<file path="config.mk">
export PLATFORM = sky130hd
export DESIGN_NAME = pipe_hold_ctrl
export DESIGN_NICKNAME = d
export VERILOG_FILES = /design/src/rtl/tinyriscv_pkg.sv /design/src/rtl/pipe_hold_ctrl.sv
export SDC_FILE = /design/constraint.sdc
export NUM_CORES = 1
export LEC_CHECK = 0
export ABC_CLOCK_PERIOD_IN_PS = 2900
export CAP_MARGIN = 20
export CORE_ASPECT_RATIO = 1.1
export CORE_UTILIZATION = 26
export CTS_CLUSTER_SIZE = 30
export DETAILED_ROUTE_END_ITERATION = 16
export PLACE_DENSITY = 0.84
export SLEW_MARGIN = 20
export SYNTH_ARGS = -nofsm -noshare
export SYNTH_HDL_FRONTEND = slang
export SYNTH_SLANG_ARGS = --single-unit
</file>
<file path="constraint.sdc">
create_clock -name clk_i -period 2.9 [get_ports clk_i]
set_input_delay 0.58 -clock clk_i [delete_from_list [all_inputs] [get_ports clk_i]]
set_output_delay 0.58 -clock clk_i [all_outputs]
set_load 0.01 [all_outputs]
</file>
<file path="src/rtl/tinyriscv_pkg.sv">
// tinyriscv_pkg: shared hold-flag encodings, bus widths and hold-controller state type
package tinyriscv_pkg;
  localparam int InstAddrBusW = 32;
  localparam int HoldFlagBusW = 3;
  typedef logic [InstAddrBusW-1:0] InstAddrBus;
  typedef logic [HoldFlagBusW-1:0] Hold_Flag_Bus;
  localparam Hold_Flag_Bus Hold_None = 3'b000;
  localparam Hold_Flag_Bus Hold_Pc   = 3'b001;
  localparam Hold_Flag_Bus Hold_If   = 3'b010;
  localparam Hold_Flag_Bus Hold_Id   = 3'b011;
  typedef enum logic [1:0] {RUN, DRAIN, HALTED, RESUME} ctrl_state_e;
  function automatic Hold_Flag_Bus hold_max(input Hold_Flag_Bus a, input Hold_Flag_Bus b);
    return a > b ? a : b;
  endfunction
endpackage

</file>
<file path="src/rtl/pipe_hold_ctrl.sv">
// pipe_hold_ctrl: pipeline hold/flush arbiter with debug drain-halt-resume sequencing; stall counter built only when PIPE_HOLD_CTRL_PERF_EN is defined
module pipe_hold_ctrl
  import tinyriscv_pkg::*;
#(
  parameter int DRAIN_CYCLES = 3,
  parameter int CNT_W = 32
) (
  input  logic                    clk_i,
  input  logic                    rst_ni,
  input  logic                    jump_flag_i,
  input  logic [InstAddrBusW-1:0] jump_addr_i,
  input  logic                    hold_ex_i,
  input  logic                    hold_rib_i,
  input  logic                    int_assert_i,
  input  logic [InstAddrBusW-1:0] int_addr_i,
  input  logic                    halt_req_i,
  output logic [HoldFlagBusW-1:0] hold_flag_o,
  output logic                    jump_flag_o,
  output logic [InstAddrBusW-1:0] jump_addr_o,
  output logic                    halted_o,
  output logic [CNT_W-1:0]        stall_cnt_o
);
  localparam int DW = DRAIN_CYCLES < 1 ? 1 : $clog2(DRAIN_CYCLES + 1);
  localparam logic [DW-1:0] DRAIN_LAST = DW'(DRAIN_CYCLES - 1);
  if (DRAIN_CYCLES < 1) begin : g_bad_drain
    $error("pipe_hold_ctrl: DRAIN_CYCLES must be at least 1");
  end
  ctrl_state_e state, state_d;
  logic [DW-1:0] drain_cnt, drain_cnt_d;
  logic int_ok, redirect;
  Hold_Flag_Bus pri_hold, fsm_hold;
  always_comb begin
    int_ok = rst_ni && int_assert_i && state != HALTED;
    redirect = int_ok || (rst_ni && jump_flag_i);
    jump_flag_o = redirect;
    jump_addr_o = int_ok ? int_addr_i : redirect ? jump_addr_i : '0;
    pri_hold = (redirect || hold_ex_i) ? Hold_Id : hold_rib_i ? Hold_Pc : Hold_None;
    fsm_hold = state == HALTED ? Hold_Id : state == DRAIN ? Hold_Pc : Hold_None;
    hold_flag_o = rst_ni ? hold_max(pri_hold, fsm_hold) : Hold_None;
    state_d = state;
    drain_cnt_d = drain_cnt;
    case (state)
      RUN: begin
        state_d = halt_req_i ? DRAIN : RUN;
        drain_cnt_d = '0;
      end
      DRAIN: begin
        state_d = !halt_req_i ? RUN
                : (!redirect && !hold_ex_i && drain_cnt == DRAIN_LAST) ? HALTED : DRAIN;
        drain_cnt_d = (!halt_req_i || redirect || drain_cnt == DRAIN_LAST) ? '0
                    : hold_ex_i ? drain_cnt : drain_cnt + 1'b1;
      end
      HALTED: state_d = halt_req_i ? HALTED : RESUME;
      default: state_d = RUN;
    endcase
  end
  always_ff @(posedge clk_i or negedge rst_ni) begin
    if (!rst_ni) begin
      state <= RUN;
      drain_cnt <= '0;
      halted_o <= 1'b0;
    end else begin
      state <= state_d;
      drain_cnt <= drain_cnt_d;
      halted_o <= state_d == HALTED;
    end
  end
`ifdef PIPE_HOLD_CTRL_PERF_EN
  always_ff @(posedge clk_i or negedge rst_ni) begin
    if (!rst_ni)
      stall_cnt_o <= '0;
    else if (hold_flag_o != Hold_None && stall_cnt_o != '1)
      stall_cnt_o <= stall_cnt_o + 1'b1;
  end
`else
  assign stall_cnt_o = '0;
`endif
endmodule

</file>
### Word-level counts from Yosys, hierarchy flattened

Index checks and enable logic that the tools add are counted.

* add/sub/neg operators: 1
* $mul: 0
* div/mod/pow operators: 0
* magnitude comparators: 1
* equal/unequal tests: 6
* shifts and indexed selects: 0
* mux-type cells: 16
* bitwise operators: 0
* reduce and logical (&&, ||, !) cells: 15

Operators with widths (number)
* $mux 32: 2
* $mux 2: 8
* $eq 2x2->1 const B: 3
* $pmux 2 s3: 1
* $logic_and 1x1->1: 5
* $logic_or 1x1->1: 4
* $mux 1: 4
* $pmux 2 s2: 1
* $logic_not 1->1: 3
* $ne 3x2->1 const B: 1
* $add 2x1->2 const B: 1
* $eq 2x1->1 const B: 1
* $gt 2x2->1: 1
* $logic_not 2->1: 1
* $ne 2x2->1 const B: 1
* $reduce_and 2->1: 1
* $reduce_bool 2->1: 1

* register bits after elaboration: 5
* latch bits: 0
* RAM bits: 0
* memory bits (read-only): 0
* bits of input ports: 71
* output and inout bits: 69
* logic and storage cells: 42
* memories kept: 0

### Logic depth before layout (Yosys ltp)

Gate-level depths: netlist (run 1).

* word-level depth: 10
* mapped depth: 10
* mapped depth without buffers: 10

### Worst setup path after synthesis (run 1)

No wires, ideal clock.

* path kind: flip-flop to output port
* start point: register state[0]
* end point: output port hold_flag_o[0]
* arrival time: 2113 ps
* data required time: 2320 ps
* setup slack: 207 ps
* stages on the path, launching flop included: 11
* path buffers: 0
* cells stage by stage: dfrtp_1 inv_1 ha_1 nor2b_2 o22ai_2 nor2b_1 ha_1 or2_2 o221ai_1 a21oi_1 a311oi_1

* longest elaborated chain between the ends: 8
* elaborated cells between the ends (all ways): 12
* classes of those cells: order compare (1); eq/ne (3); mux (5); reduce/logical (3)

RTL lines
* start, declared: line pipe_hold_ctrl.sv:28 `ctrl_state_e state, state_d;`
* start signal, assigned: line pipe_hold_ctrl.sv:63 `state <= state_d;`
* $ne 2x2->1: line pipe_hold_ctrl.sv:33 `int_ok = rst_ni && int_assert_i && state != HALTED;`
* $logic_and 1x1->1: line pipe_hold_ctrl.sv:33
* $logic_or 1x1->1: line pipe_hold_ctrl.sv:34 `redirect = int_ok || (rst_ni && jump_flag_i);`
* $logic_or 1x1->1: line pipe_hold_ctrl.sv:37 `pri_hold = (redirect || hold_ex_i) ? Hold_Id : hold_rib_i ? Hold_Pc : Hold_None;`
* $mux 2: line pipe_hold_ctrl.sv:37
* $gt 2x2->1: line tinyriscv_pkg.sv:13 `return a > b ? a : b;`
* $mux 2 *: line tinyriscv_pkg.sv:13
* $mux 2 *: line pipe_hold_ctrl.sv:39 `hold_flag_o = rst_ni ? hold_max(pri_hold, fsm_hold) : Hold_None;`
* end, declared: line pipe_hold_ctrl.sv:17 `output logic [HoldFlagBusW-1:0] hold_flag_o,`

Every way passes the cells marked *; elsewhere a longest branch is shown, timed or not.

### Final worst setup path (run 1)

* start point: register state[0]
* end point: output port jump_addr_o[5]

* longest elaborated chain between the ends: 5

RTL lines
* $ne 2x2->1 *: line pipe_hold_ctrl.sv:33
* $logic_and 1x1->1 *: line pipe_hold_ctrl.sv:33
* $logic_or 1x1->1: line pipe_hold_ctrl.sv:34
* $mux 32: line pipe_hold_ctrl.sv:36 `jump_addr_o = int_ok ? int_addr_i : redirect ? jump_addr_i : '0;`
* $mux 32 *: line pipe_hold_ctrl.sv:36
* end, declared: line pipe_hold_ctrl.sv:19 `output logic [InstAddrBusW-1:0] jump_addr_o,`

Marks and branches as above.

==> run_results.csv, run 1 <==
group,metric,value,unit
placement,dp_worst_setup_slack,-0.6249,ns
synthesis,synth.area.mux_share,0.009227,
detailed_routing,routed_wl,4.200,mm
placement,dp.cells,294,
die,core_area,3994,um^2
sta,timing.fmax,0.3525,GHz
critical_path,cp-end-kind,"output pin",
critical_path,path_max_fanout,12,
synthesis,synthAdderAreaFrac,0.08074,
detailed_routing,wire_per_inst,13.73,um
final_layout,final_nets,333,
clock_tree,htree_levels,1,
power_and_ir_drop,p_comb_frac,0.626,
final_layout,area_growth,117.0,%
grt,grt_max_degree,25,
critical_path,r2r_slack,0.86,ns
critical_path,crit_start,"state[0]",
power_and_ir_drop,cellInternalPower,0.3993,mW
synthesis,yosys_warnings,0,
power_and_ir_drop,p_clk_frac,0.227,
detailed_routing,ant_nets,0,
critical_path,r2r-end,"halted_o",
grt,grt_first_pass_wirelength,6.147,mm
synthesis,synth_area,1085,um^2
die,die_w,63.59,um
critical_path,rr_worst_depth,12,
grt,first_global_vias,1271,
power_and_ir_drop,swShare,0.3328,
detailed_routing,drc_errors,0,
final_layout,final_area,2354,um^2
final_layout,num_antenna_cells,0,
sta,finalSetupViolCount,0,
sta,finalCritPeriodShare,0.9784,
sta,fin_setup_tns,0,ns
detailed_routing,dr.first_iter.drc_count,44,
power_and_ir_drop,report.power.total,0.5985,mW
synthesis,synth_edf_count,0,
power_and_ir_drop,power_leakage,1.205,nW
synthesis,synth_cells,127,
detailed_routing,vias,1336,
critical_path,startpoint_type,"flop",
placement,dp_hpwl,3.123,mm
critical_path,worstSetupEndpoint,"jump_addr_o[5]",
sta,finClkSkew,0.0008739,ns
grt,grt_overflow,0,
grt,antenna_found_initial,0,
synthesis,synth.area.top_cells,"a22o_2, buf_4, dfrtp_1",
synthesis,synthSimpleGateAreaFrac,0.09919,
synthesis,synthArstFlopShare,1.000,
job,maxCapViolations,0,
sta,drv_slew,0,
critical_path,crit_type,"flop to output pin",
final_layout,drive_above_1_share,0.2874,
die,die_area,4435,um^2
synthesis,synth_common_cells,"buf_4, a22o_2, inv_1",
die,die_h,69.75,um
synthesis,yosysUniqueCellTypes,29,
synthesis,syn_avg_cell_area,8.542,um^2
synthesis,synth_xor_area_frac,0,
status,status,"finished, final reports clean",
synthesis,synth_top_family_by_area,"compound AO/OA/AOI/OAI gates",
clock_tree,worstSkewPairLatency,0.23,ns
power_and_ir_drop,ir_drop,0.0002140,V
sta,period_minus_slack,2.837,ns
synthesis,yosysSeqAreaShare,0.1153,
critical_path,r2r_start,"state[0]",
clock_tree,path_clk_slew,0.04,ns
synthesis,yosys.area.top_type_share,0.2860,
critical_path,cp_slowest_stage_delay,0.38,ns
synthesis,synth_compound_area_frac,0.3806,
synthesis,synth_most_common_cell,"buf_4",
clock_tree,clockRootBuffer,"clkbuf_8",
clock_tree,clock-sinks,5,
sta,rsz0062_at_grt,"false",
clock_tree,cts_tree,"done",
final_layout,fillers,374,
synthesis,synthFlopType,"dfrtp_1",
sta,hold_viol_final,0,
synthesis,yosys.area.top_type,"a22o_2",
power_and_ir_drop,p_seq_frac,0.147,
placement,numPortBuffers,106,
placement,postPlaceCellArea,2178,um^2
critical_path,slowest_stage,"dfrtp_1",
critical_path,crit_arrival,2.26,ns
final_layout,final_cells,306,
clock_tree,cts_buffer_depth,2,
power_and_ir_drop,netSwitchingPower,0.1992,mW
critical_path,crit_required,2.32,ns
placement,globalplace.congestion,0.7633,
sta,setup_ws,0.06272,ns
synthesis,ys_ff_latch,5,
detailed_routing,drt-pass1-iter-count,4,
die,rows,24,
worst_hold_path,min_path_type,"input pin to async pin",
critical_path,crit_path_frequent_cell,"buf_4",
detailed_routing,viasPerCell,4.366,
die,num_io_pins,140,
grt,track_usage,0.1759,
critical_path,crit_chain,"inv_1 -> ha_2 -> nor2b_4 -> buf_4 -> buf_4 -> and2_4 -> bufbuf_16 -> a22o_2 -> dlygate4sd2_1",
power_and_ir_drop,powerDensity,254.3,nW/um^2
die,start_util,0.2716,
clock_tree,cts_buffers,3,
metal layers:
metal,vias to the layer above,global-route usage,share of wire
met5,-,0,0
met4,0,0.03030,0.0062
met3,3,0.07072,0.11
met2,70,0.3168,0.51
met1,612,0.1922,0.37
li1,651,-,-
power groups by stage:
stage	clock [mW]	combinational, mW	sequential (mW)
global placement	0	0.348	0.0885
finish	0.136	0.375	0.0878
floorplan	0	0.180	0.0883
CTS	0.137	0.356	0.0878
detailed placement	0	0.354	0.0887
global route	0.139	0.406	0.0884
critical path, delay by kind of cell, from the launching register on:
family,cells,cell delay [ns]
buffers and inverters,5,0.94
flip-flops,1,0.38
AO/OA/AOI/OAI,1,0.27
adder cells (fa/ha/maj),1,0.21
AND/OR/NAND/NOR,2,0.22
repair_timing:
item,CTS,global route
hold buffers,0,0
gates cloned,1,0
resized for setup,46,15
buffers inserted,5,2
setup endpoints to repair,33,13
pin swaps,5,6
through the flow:
stage | utilization | hold WS [ns]
after detailed placement | 0.5454 | 0.5154
after CTS | 0.5749 | 0.5243
after global placement | 0.5454 | 0.4994
after global routing | 0.5893 | 0.3366
after floorplan | - | 0.2844
final | 0.5893 | 0.3179
sequential cells by signal, indices dropped and copies added (netlist names):
register / flops
halted_o: 1
state: 2
drain_cnt: 2
kinds of logic (layout without fill, tap and decap cells):
kind of cell,Yosys count,count (layout)
muxes,1,1
AOI/OAI and AO/OA,45,45
other,1,33
DFF,5,5
and+or+nand+nor,20,20
buffers and inverters,48,143
adders and majority gates,7,7
cells in the final DEF (no fill, tap or decap), drive strengths merged, types with 4 or more instances in the layout:
master         instances
a22o                  32
dfrtp                  5
dlygate4sd2           30
ha                     7
clkdlybuf4s50         69
nor2                   6
buf                   26
dlymetal6s2s           5
conb                  33
inv                    8
clkbuf                 4
final cells by class:
class                      instances  area [um^2]  area share
multi-input combinational        106        807.0      0.3429
inverter                           8        30.03     0.01276
clock buffer                       4        45.04     0.01914
timing repair buffer             131         1281      0.5444
tap                               52        65.06     0.02764
sequential                         5        125.1     0.05316
worst min-delay path by stage:
stage / startpoint / end / depth (start not counted)
2_1_floorplan: rst_ni / drain_cnt[0] / 0
3_3_place_gp: drain_cnt[0] / drain_cnt[0] / 2
3_5_place_dp: drain_cnt[0] / drain_cnt[0] / 2
4_1_cts: drain_cnt[0] / drain_cnt[0] / 2
5_1_grt: rst_ni / drain_cnt[1] / 2
6_report: rst_ni / drain_cnt[1] / 2
No activity file was read; power rests on OpenSTA's default activity.
==> run 2, diff against run 1 <==
- CORE_MARGIN: unset -> 2
- HOLD_SLACK_MARGIN: unset -> 0.1
- SLEW_MARGIN: 20 -> 30
==> run 2 against run 1 <==
  * Setup slack improved by 0.050 ns
  * Die area rose by 6.1%
  * Flip-flop and latch count did not move
  * Clock power barely moved
  * Sequential share of layout area rose by 0.057 points
  * Largest cell class unchanged
  * Highest routed layer unchanged
==> run_results.csv, run 2 (synthesis gave the netlist of run 1 again) <==
group,metric,value,unit
detailed_routing,wire_per_inst,13.33,um
detailed_routing,dr.first_iter.drc_count,39,
sta,period_minus_slack,2.787,ns
final_layout,final_cell_mix,"clkdlybuf4s50_1, conb_1, a22o_2",
clock_tree,path_clk_slew,0.04,ns
placement,numPortBuffers,106,
die,num_io_pins,140,
final_layout,final_nets,328,
sta,hold_viol_final,0,
sta,finalSetupViolCount,0,
grt,grt_max_degree,33,
die,die_area,4705,um^2
die,die_h,71.75,um
detailed_routing,viasPerCell,4.422,
detailed_routing,ant_nets,0,
sta,finalCritPeriodShare,0.9612,
placement,dp_worst_setup_slack,-0.7023,ns
worst_hold_path,min_path_type,"flop to flop",
critical_path,slowest_stage,"clkdlybuf4s50_1",
power_and_ir_drop,power_leakage,1.027,nW
final_layout,final_area,2328,um^2
critical_path,path_max_fanout,16,
power_and_ir_drop,report.power.total,0.5898,mW
power_and_ir_drop,p_clk_frac,0.227,
worst_hold_path,min-delay-start,"drain_cnt[0]",
grt,grt_first_pass_wirelength,5.685,mm
sta,drv_slew,0,
sta,timing.fmax,0.3588,GHz
detailed_routing,drt-pass1-iter-count,4,
power_and_ir_drop,ir_drop,0.0002027,V
clock_tree,clockRootBuffer,"clkbuf_8",
grt,first_global_vias,1227,
die,core_area,3994,um^2
die,die_w,65.59,um
clock_tree,htree_levels,1,
clock_tree,cts_buffers,3,
placement,globalplace.congestion,0.8218,
critical_path,crit_type,"input pin to output pin",
final_layout,area_growth,114.6,%
critical_path,crit_buf_inv,4,
clock_tree,clock-sinks,5,
critical_path,crit_arrival,2.21,ns
power_and_ir_drop,p_seq_frac,0.147,
placement,postPlaceCellArea,2163,um^2
final_layout,num_antenna_cells,0,
status,status,"finished, final reports clean",
sta,finClkSkew,0.002686,ns
critical_path,cp-end-kind,"output pin",
power_and_ir_drop,powerDensity,253.3,nW/um^2
sta,setup_ws,0.1126,ns
power_and_ir_drop,cellInternalPower,0.4004,mW
die,rows,24,
power_and_ir_drop,p_comb_frac,0.626,
final_layout,final_util,0.5830,
detailed_routing,routed_wl,4.012,mm
critical_path,startpoint_type,"input pin",
clock_tree,cts_buffer_depth,2,
clock_tree,cts_tree,"done",
final_layout,drive_above_1_share,0.2610,
critical_path,cp_slowest_stage_delay,0.52,ns
clock_tree,ctsHoldBuffers,0,
critical_path,crit_start,"int_assert_i",
die,start_util,0.2716,
grt,grt_overflow,0,
clock_tree,worstSkewPairLatency,0.23,ns
critical_path,crit_chain,"dlygate4sd2_1 -> nor2b_4 -> buf_4 -> nor2_4 -> bufbuf_16 -> a22o_2 -> clkdlybuf4s50_1",
sta,fin_hold_ws,0.5034,ns
power_and_ir_drop,netSwitchingPower,0.1893,mW
detailed_routing,vias,1331,
final_layout,mostFrequentLayoutCell,"clkdlybuf4s50_1",
detailed_routing,drc_errors,0,
sta,rsz0062_at_grt,"false",
grt,antenna_found_initial,0,
critical_path,r2r_start,"state[1]",
critical_path,worst_path_dominant_cell_family,"buffers and inverters",
critical_path,crit_required,2.32,ns
grt,track_usage,0.1531,
job,maxCapViolations,0,
final_layout,top_regs,"drain_cnt x2, state x2, halted_o x1",
power_and_ir_drop,swShare,0.3210,
placement,dp_hpwl,3.183,mm
## run 2: final timing paths
| kind | endpoint | slack, ns | depth (start not counted) |
|---|---|---|---|
| setup / recovery | jump_addr_o[11] | 0.11 | 7 |
| hold / removal | drain_cnt[0] | 0.50 | 2 |
| setup reg to reg | drain_cnt[0] | 1.23 | 8 |
| hold reg to reg | drain_cnt[0] | 0.50 | 2 |
| max in group asynchronous | halted_o | 2.20 | 3 |
| min in group asynchronous | state[1] | 0.57 | 3 |
## run 2: timing repair
action	CTS	global route
gates cloned	1	0
buffers inserted	1	3
pin swaps	5	5
hold endpoints to repair	0	0
resized for setup	21	7
setup endpoints to repair	33	29
## run 2: power by group through the flow
stage	Sequential (mW)	Combinational (mW)	Clock, mW
after floorplan	0.0883	0.180	0
after global placement	0.0874	0.348	0
after detailed placement	0.0877	0.352	0
after CTS	0.0869	0.362	0.134
after global routing	0.0880	0.401	0.136
final	0.0867	0.369	0.134
## run 2: cell type report
cell class	instances	area [um^2]
Sequential cell	5	125.1
Timing Repair Buffer	126	1256
Tap cell	52	65.06
Inverter	8	30.03
Clock buffer	4	45.04
Fill cell	364	1665
Multi-Input combinational cell	106	807.0
## run 2: metal layers
layer	vias up	share of wire	wire length (um)	global-route usage
met4	0	0.011	45	0.04398
met1	610	0.36	1437	0.1667
li1	645	-	-	-
met5	-	0	0	0
met2	72	0.50	1998	0.2778
met3	4	0.13	531	0.05338
## run 2: through the flow
step / cells / TNS [ns]
after floorplan: 159 / 0
after global placement: 292 / -3.656
after detailed placement: 292 / -3.709
after CTS: 298 / -0.005185
after global routing: 301 / 0
final: 301 / 0
## run 2: worst register-to-register path, stage by stage, from the launching register on
cell	delay, ns
dfrtp_1	0.38
buf_4	0.14
inv_1	0.05
buf_4	0.14
ha_1	0.20
and2_1	0.18
nor2b_1	0.16
a311oi_1	0.26
nor2_1	0.06
